**config.mk**
```make
export PLATFORM = sky130hd
export DESIGN_NAME = fifo_packer_flat
export DESIGN_NICKNAME = d
export VERILOG_FILES = /design/src/rtl/fifo_packer_pkg.sv /design/src/rtl/fifo_packer_if.sv /design/src/rtl/fifo_packer.sv /design/src/flat_wrapper.sv
export SDC_FILE = /design/constraint.sdc
export NUM_CORES = 1
export LEC_CHECK = 0
export BUFFER_PORTS_ARGS = -buffer_cell sky130_fd_sc_hd__buf_2
export CAP_MARGIN = 40
export CORE_UTILIZATION = 50
export CTS_CLUSTER_DIAMETER = 30
export DETAILED_ROUTE_END_ITERATION = 7
export GPL_TIMING_DRIVEN = 0
export PLACE_DENSITY = 0.75
export REMOVE_ABC_BUFFERS = 1
export SLEW_MARGIN = 20
export SYNTH_ARGS = -nofsm -noshare
export SYNTH_HDL_FRONTEND = slang
export SYNTH_SLANG_ARGS = --single-unit
```
**constraint.sdc**
```tcl
create_clock -name clk -period 3.3 [get_ports clk]
set_input_delay 0.99 -clock clk [delete_from_list [all_inputs] [get_ports clk]]
set_output_delay 0.99 -clock clk [all_outputs]
set_load 0.02 [all_outputs]
```
**src/rtl/fifo_packer_pkg.sv**
```systemverilog
// ============================================================================
// Module      : fifo_packer_pkg
// Description : Shared state encoding and width helpers for the FIFO packer.
// Revision    : 1.0 - initial release
// ============================================================================
`default_nettype none

package fifo_packer_pkg;

    typedef enum logic [0:0] {
        FILL = 1'b0,
        HOLD = 1'b1
    } state_t;

    // Lane counter width; never below one bit so the register always exists.
    function automatic int cnt_w(input int pack);
        return (pack > 1) ? $clog2(pack) : 1;
    endfunction

    // Output count width, sized to hold the value PACK itself.
    function automatic int ocnt_w(input int pack);
        return $clog2(pack + 1);
    endfunction

endpackage

`default_nettype wire

```
**src/rtl/fifo_packer_if.sv**
```systemverilog
// ============================================================================
// Module      : fifo_packer_if
// Description : FIFO drain side and packed-word handshake side of the packer.
// Revision    : 1.0 - initial release
// ============================================================================
`default_nettype none

interface fifo_packer_if
    import fifo_packer_pkg::*;
#(
    parameter int DATA_WIDTH = 2,
    parameter int PACK       = 4
);

    localparam int c_ocnt_w = ocnt_w(PACK);

    logic [DATA_WIDTH-1:0]      fifo_dout;
    logic                       fifo_empty;
    logic                       fifo_pop;
    logic                       flush;
    logic [DATA_WIDTH*PACK-1:0] out_data;
    logic [c_ocnt_w-1:0]        out_count;
    logic                       out_valid;
    logic                       out_ready;

    // The packer itself.
    modport master (
        input  fifo_dout,
        input  fifo_empty,
        input  flush,
        input  out_ready,
        output fifo_pop,
        output out_data,
        output out_count,
        output out_valid
    );

    // The surrounding FIFO and downstream consumer.
    modport slave (
        output fifo_dout,
        output fifo_empty,
        output flush,
        output out_ready,
        input  fifo_pop,
        input  out_data,
        input  out_count,
        input  out_valid
    );

endinterface

`default_nettype wire

```
**src/rtl/fifo_packer.sv**
```systemverilog
// ============================================================================
// Module      : fifo_packer
// Description : Drains a FWFT FIFO and packs PACK entries into one wide word.
// Revision    : 1.0 - initial release
// ============================================================================
`default_nettype none

module fifo_packer
    import fifo_packer_pkg::*;
#(
    parameter int DATA_WIDTH = 2,
    parameter int PACK       = 4
) (
    input  wire logic     clk,
    input  wire logic     reset,
    fifo_packer_if.master bus
);

    localparam int                  c_cnt_w     = cnt_w(PACK);
    localparam int                  c_ocnt_w    = ocnt_w(PACK);
    localparam logic [c_cnt_w-1:0]  c_last_lane = c_cnt_w'(PACK - 1);
    localparam logic [c_ocnt_w-1:0] c_full      = c_ocnt_w'(PACK);

    state_t                     r_state;
    logic [c_cnt_w-1:0]         r_cnt;
    logic [DATA_WIDTH*PACK-1:0] r_data;
    logic [c_ocnt_w-1:0]        r_count;

    state_t                     w_state_nxt;
    logic [c_cnt_w-1:0]         w_cnt_nxt;
    logic [DATA_WIDTH*PACK-1:0] w_data_nxt;
    logic [c_ocnt_w-1:0]        w_count_nxt;
    logic [c_ocnt_w-1:0]        w_fill_n;
    logic                       w_pop;

    // In HOLD the pop depends combinationally on out_ready so the next word
    // can start in the same cycle the current one is accepted.
    assign w_pop    = !bus.fifo_empty && ((r_state == FILL) || bus.out_ready);
    assign w_fill_n = c_ocnt_w'(r_cnt) + c_ocnt_w'(w_pop);

    always_comb begin
        w_state_nxt = r_state;
        w_cnt_nxt   = r_cnt;
        w_data_nxt  = r_data;
        w_count_nxt = r_count;
        unique case (r_state)
            FILL: begin
                if (w_pop) begin
                    w_data_nxt[int'(r_cnt)*DATA_WIDTH +: DATA_WIDTH] = bus.fifo_dout;
                    w_cnt_nxt = r_cnt + 1'b1;
                end
                if (w_pop && (r_cnt == c_last_lane)) begin
                    w_state_nxt = HOLD;
                    w_count_nxt = c_full;
                    w_cnt_nxt   = '0;
                end else if (bus.flush && (w_fill_n != '0)) begin
                    w_state_nxt = HOLD;
                    w_count_nxt = w_fill_n;
                    w_cnt_nxt   = '0;
                end
            end
            HOLD: begin
                if (bus.out_ready) begin
                    // Clearing here keeps unwritten lanes of a partial word at zero.
                    w_state_nxt = FILL;
                    w_data_nxt  = '0;
                    w_cnt_nxt   = '0;
                    if (w_pop) begin
                        w_data_nxt[DATA_WIDTH-1:0] = bus.fifo_dout;
                        w_cnt_nxt                  = c_cnt_w'(1);
                    end
                end
            end
            default: begin
                w_state_nxt = FILL;
                w_cnt_nxt   = '0;
                w_data_nxt  = '0;
                w_count_nxt = '0;
            end
        endcase
    end

    always_ff @(posedge clk) begin
        if (reset) begin
            r_state <= FILL;
            r_cnt   <= '0;
            r_data  <= '0;
            r_count <= '0;
        end else begin
            r_state <= w_state_nxt;
            r_cnt   <= w_cnt_nxt;
            r_data  <= w_data_nxt;
            r_count <= w_count_nxt;
        end
    end

    assign bus.fifo_pop  = w_pop;
    assign bus.out_valid = (r_state == HOLD);
    assign bus.out_data  = r_data;
    assign bus.out_count = r_count;

endmodule

`default_nettype wire
```
**src/flat_wrapper.sv**
```systemverilog
// flat-port wrapper written by rule: the top's interface ports become plain ports
module fifo_packer_flat import fifo_packer_pkg::*;
#(
    parameter int DATA_WIDTH = 2,
    parameter int PACK       = 4
)
  (clk, reset, bus_fifo_dout, bus_fifo_empty, bus_flush, bus_out_ready, bus_fifo_pop, bus_out_data, bus_out_count, bus_out_valid);
  fifo_packer_if #(.DATA_WIDTH(DATA_WIDTH), .PACK(PACK)) bus_i ();
  input  wire logic clk;
  input  wire logic reset;
  input wire logic [$bits(bus_i.fifo_dout)-1:0] bus_fifo_dout;
  input wire logic [$bits(bus_i.fifo_empty)-1:0] bus_fifo_empty;
  input wire logic [$bits(bus_i.flush)-1:0] bus_flush;
  input wire logic [$bits(bus_i.out_ready)-1:0] bus_out_ready;
  output wire logic [$bits(bus_i.fifo_pop)-1:0] bus_fifo_pop;
  output wire logic [$bits(bus_i.out_data)-1:0] bus_out_data;
  output wire logic [$bits(bus_i.out_count)-1:0] bus_out_count;
  output wire logic [$bits(bus_i.out_valid)-1:0] bus_out_valid;
  assign bus_i.fifo_dout = bus_fifo_dout;
  assign bus_i.fifo_empty = bus_fifo_empty;
  assign bus_i.flush = bus_flush;
  assign bus_i.out_ready = bus_out_ready;
  assign bus_fifo_pop = bus_i.fifo_pop;
  assign bus_out_data = bus_i.out_data;
  assign bus_out_count = bus_i.out_count;
  assign bus_out_valid = bus_i.out_valid;
  fifo_packer #(.DATA_WIDTH(DATA_WIDTH), .PACK(PACK)) u_core (.clk(clk), .reset(reset), .bus(bus_i));
endmodule
```
# Word level (Yosys, flattened, before mapping)
# Cells that the tools add are included.
# totals
elab_cells	41
reg_bits	14
inputBits	7
out_inout_bits	13
# op_classes
n_addsub	3
n_shift	2
bitwise	1
n_reduce_logical	10
eq_ne	4
muxes	17
# op_table
operator	n
3-bit negation with 33-bit output	1
2-bit by 33-bit variable shift with 8-bit output, first input constant	1
2-bit by 33-bit variable part select with 8-bit output	1
8-bit 2-to-1 mux	2
8-bit one-hot mux with 2 select lines	1
2-bit 2-to-1 mux	5
8-bit bitwise mux	1
3-bit 2-to-1 mux	2
2-bit AND reduction	3
1-bit 2-to-1 mux	4
4-bit by 3-bit != test with 1-bit output, second input constant	1
2-bit one-hot mux with 2 select lines	1
2-bit by 1-bit adder with 3-bit output	1
1-bit logical AND	3
3-bit nonzero test	1
2-bit by 1-bit adder with 2-bit output, second input constant	1
2-bit equality test, second input constant	1
2-bit by 1-bit != test with 1-bit output, second input constant	1
2-bit != test, second input constant	1
1-bit one-hot mux with 2 select lines	1
2-bit nonzero test	1
1-bit logical NOT	1
1-bit logical OR	1
1-bit NOT	1

# Depth between registers and ports, before layout
# logic_depth
ltp_word	9
depth_mapped	9
mapped_depth_nobuf	7

# Worst setup path before layout
# Ideal clock, no wire load.
# synth_timing
path_kind	input to register
startpoint	input port bus_out_ready
endpoint	register u_core.r_count[1], in the netlist u_core.bus.out_count[1]
path_slack_ns	0.702
setup_ns	0.071
required_time_ns	3.229
t_arrival_ns	2.527
stages	8
n_path_buf	1
cell_sequence	nor2b_1 nor3_1 ha_1 a211oi_1 or3b_1 buf_2 a221o_1 a21oi_1
# synth_between
elab_chain_len	7
word_cells_on_any_way	10
cone_classes	1 x add/sub; 2 x mux; 7 x reduce/logical
# synth_lines
element	line	rtl
from (decl)	flat_wrapper.sv:14	input wire logic [$bits(bus_i.out_ready)-1:0] bus_out_ready;
1-bit logical OR (*)	fifo_packer.sv:38	assign w_pop = !bus.fifo_empty && ((r_state == FILL) || bus.out_ready);
1-bit logical AND (*)	fifo_packer.sv:38	
2-bit by 1-bit adder with 3-bit output	fifo_packer.sv:39	assign w_fill_n = c_ocnt_w'(r_cnt) + c_ocnt_w'(w_pop);
3-bit nonzero test	fifo_packer.sv:56	end else if (bus.flush && (w_fill_n != '0)) begin
1-bit logical AND	fifo_packer.sv:56	
2-bit nonzero test (no source line)	--	
2-bit AND reduction (no source line)	--	
to (signal assigned)	fifo_packer.sv:93	r_count <= w_count_nxt;
to (decl)	fifo_packer.sv:27	logic [c_ocnt_w-1:0] r_count;
# Mark *: on every way between the ends. The rest lies on a longest branch, timed or not. The select of a mux whose other input is x is not followed.
# A chain may end at the register's enable or synchronous reset.

# Worst setup path after layout
# layout_timing
startpoint	input port bus_out_ready
endpoint	output port bus_fifo_pop
# layout_between
elab_chain_len	2
# layout_lines
element	line	rtl
1-bit logical OR	fifo_packer.sv:38	
1-bit logical AND	fifo_packer.sv:38	
to (decl)	flat_wrapper.sv:15	output wire logic [$bits(bus_i.fifo_pop)-1:0] bus_fifo_pop;
# Every way passes these cells.

==> run summary <==
Status - finished clean
Worst Tran Pin Value - 0.528 ns
ANT cells - 0
Final setup viols - 0
Post-route minimum period - 2.67 ns
Power Dens Cells - 500 mW/mm^2
Mux contribution to synthesized area - 2.41%
Wire length per cell - 13.6 um
Initial Util - 54.6%
Peak supply drop - 0.000378 V
Row cnt - 14
Worst-Skew Late Latency - 0.29 ns
Worst setup path category - in -> out
Max-slew violations - 0
Vias in the first global route - 719
EDFF count, synth - 0
Routed vias - 807
Arrival @ worst endpoint - 1.68 ns
Metal1 wirelength - 910 um
Complex-gate fraction of the synthesized area - 24.1%
GRT overflow - 0
Final period util - 80.9%
Layout cells sized above 1 - 20.2%
Synth top area share - 33.7%
Post-Syn Area - 832 sq um
Clk root buf - clkbuf_4
Hold_buf cts - 0
Clock transition at path regs - 0.09 ns
Core Util, Final - 63.1%
Area share of and/or/nand/nor cells after synthesis - 26.8%
I/O pin cnt - 20
Post-Syn Instances - 101
Largest net degree at the start of global routing - 18
Largest family of logic cells by synthesized area - simple AND/OR/NAND/NOR gates
Final Cell Area - 961 sq um
Critical path required time - 2.31 ns
Die ar. - 0.00183 sq mm
Final Wtd Congestion - 0.812
Max Cap Viol - 0
Ys async rst share - 0%
Adder-cell share of the synthesized area - 9.02%
Clk_skew - 0.00317 ns
CP bufs+invs - 2
Seq/Total Area, Yosys - 33.7%
CTS buffer count - 3
DR DRC count - 0
Final TNS setup - 0 ns
Relative slew slack - 64.8%
First DRT Iteration DRCs - 24
Routed Antenna Nets - 0
Clock tree from TritonCTS - yes
Register bit total from synthesis - 14
Maximum root-to-sink buffer count - 2
Post CTS Setup Buffer Count - 0
CP max stage delay - 0.27 ns
Routed wl met2 - 813 um
Core area - 0.00152 sq mm
Final Net Count - 133
Leakage Power - 0.420 nW
Drt first pass iters - 4
Xor and xnor fraction of the mapped netlist area - 0%
# port buffers - 19
Top layer in use - met4
Routed WL - 1830 um
CP Launch Type - input pin
GRT Overall Usage - 22.9%
Area delta synth->final - 15.5%
Overall Power - 0.000481 W
Die X - 42.8 um
Avg Inst Size Synth - 8.24 sq um
Crit Path Max Fanout - 4
Ys flop type - dfxtp_1
Via/cell ratio - 5.98
RSZ-0062 raised after global routing - false
Sink Count - 14
Crit-path slowest cell - nor2b_1
Unique cell type count in the Yosys netlist - 35
HPWL reported at the end of detailed placement - 1280 um
Fmax - 0.375 GHz
Most common cell on crit path - buf_2
Area leader, netlist - dfxtp_1
Critical Path, Cell by Cell - buf_2 -> nor2b_1 -> nor2_1 -> buf_2
First-pass GRT wire length - 3180 um
Die Ht - 42.8 um
# H-tree levels - 1
Final hold violations - 0
CTS-repair resized insts - 0
Top cells by area, synth - dfxtp_1 34%, ha_1 9.0%, a21oi_1 5.4%
Met3 wire length - 67 um
Delay-heaviest family, CP - simple AND/OR/NAND/NOR gates
Worst Setup End Kind - output pin
Yosys Warn Count - 0
HP Class - reg -> reg
Initial antenna violation count - 0
Placed cell area - 925 sq um
-- final timing paths --
kind                                        from                              endpoint  slack (ns)  cells past startpoint
min          u_core.bus.out_data[4]$_SDFFE_PP0P_   u_core.bus.out_data[4]$_SDFFE_PP0P_        0.46                      2
max                                bus_out_ready                          bus_fifo_pop        0.63                      4
min reg2reg  u_core.bus.out_data[4]$_SDFFE_PP0P_   u_core.bus.out_data[4]$_SDFFE_PP0P_        0.46                      2
max reg2reg      u_core.bus.out_valid$_SDFF_PP0_  u_core.bus.out_count[1]$_SDFFE_PP0P_        0.85                      7
-- power breakdown --
| part | internal (W) | switching [W] | total [W] |
|---|---|---|---|
| sequential | 0.000183 | 0.0000224 | 0.000205 |
| clock | 0.0000673 | 0.0000603 | 0.000128 |
| combinational | 0.0000619 | 0.0000862 | 0.000148 |
| total | 0.000312 | 0.000169 | 0.000481 |
-- per-stage QoR --
stage	worst slack (ns)	hold WS [ns]	instances
floorplan	0.726	0.522	96
global placement	0.480	0.436	131
detailed placement	0.411	0.446	131
CTS	0.652	0.460	135
global route	0.603	0.464	135
finish	0.631	0.459	135
-- registers in the layout, summed over array words and instances, names as in the netlist --
register,count
u_core.bus.out_count,3
u_core.bus.out_data,8
u_core.bus.out_valid,1
u_core.r_cnt,2
-- layout make-up --
cell class / instances / area (sq um)
clock buffers: 4 / 36.3
flip-flops and latches: 14 / 280
multi-input cells: 79 / 518
well taps: 16 / 20.0
inverters: 3 / 11.3
repair buffers: 19 / 95.1
fillers: 143 / 563
-- metal layers --
layer | track usage [%] | vias up
met5 | 0 | -
met2 | 32.4 | 17
li1 | - | 415
met3 | 5.11 | 5
met4 | 12.5 | 0
met1 | 31.8 | 370
-- Yosys cell counts, types with 2 or more instances --
master,count
a211oi_1,3
nor2_1,11
mux2i_1,2
nand3b_1,2
o31a_1,2
nor3b_1,2
a21oi_1,9
a22oi_1,2
or4b_1,2
nor3_1,6
inv_1,3
o21a_1,2
nand3_1,3
a32oi_1,2
o21ai_1,2
nand2_1,6
nand2b_1,2
ha_1,6
buf_2,3
o21ai_0,2
clkbuf_1,2
dfxtp_1,14
-- cells in the final DEF, fill, tap and decap left out, drive strengths merged, types with 4 or more instances in the layout --
cell type	Yosys	final
a21oi	9	9
buf	3	19
clkbuf	2	4
dfxtp	14	14
ha	6	6
nand2	6	6
nor2	12	12
nor3	6	6
o21ai	4	4
-- logic make-up after synthesis --
kind of cell               Yosys count
DFF                                 14
AOI/OAI and AO/OA                   30
adders and majority gates            6
and+or+nand+nor                     41
muxes                                2
buffers and inverters                8
-- worst register-to-register path, cell delays in order, from the launching register on --
cell	delay [ns]
dfxtp_1	0.58
nor2b_1	0.35
nor3_1	0.09
ha_1	0.36
a211oi_1	0.08
or3b_1	0.48
a221o_1	0.32
a21oi_1	0.12
(Power assumes the default switching activity.)
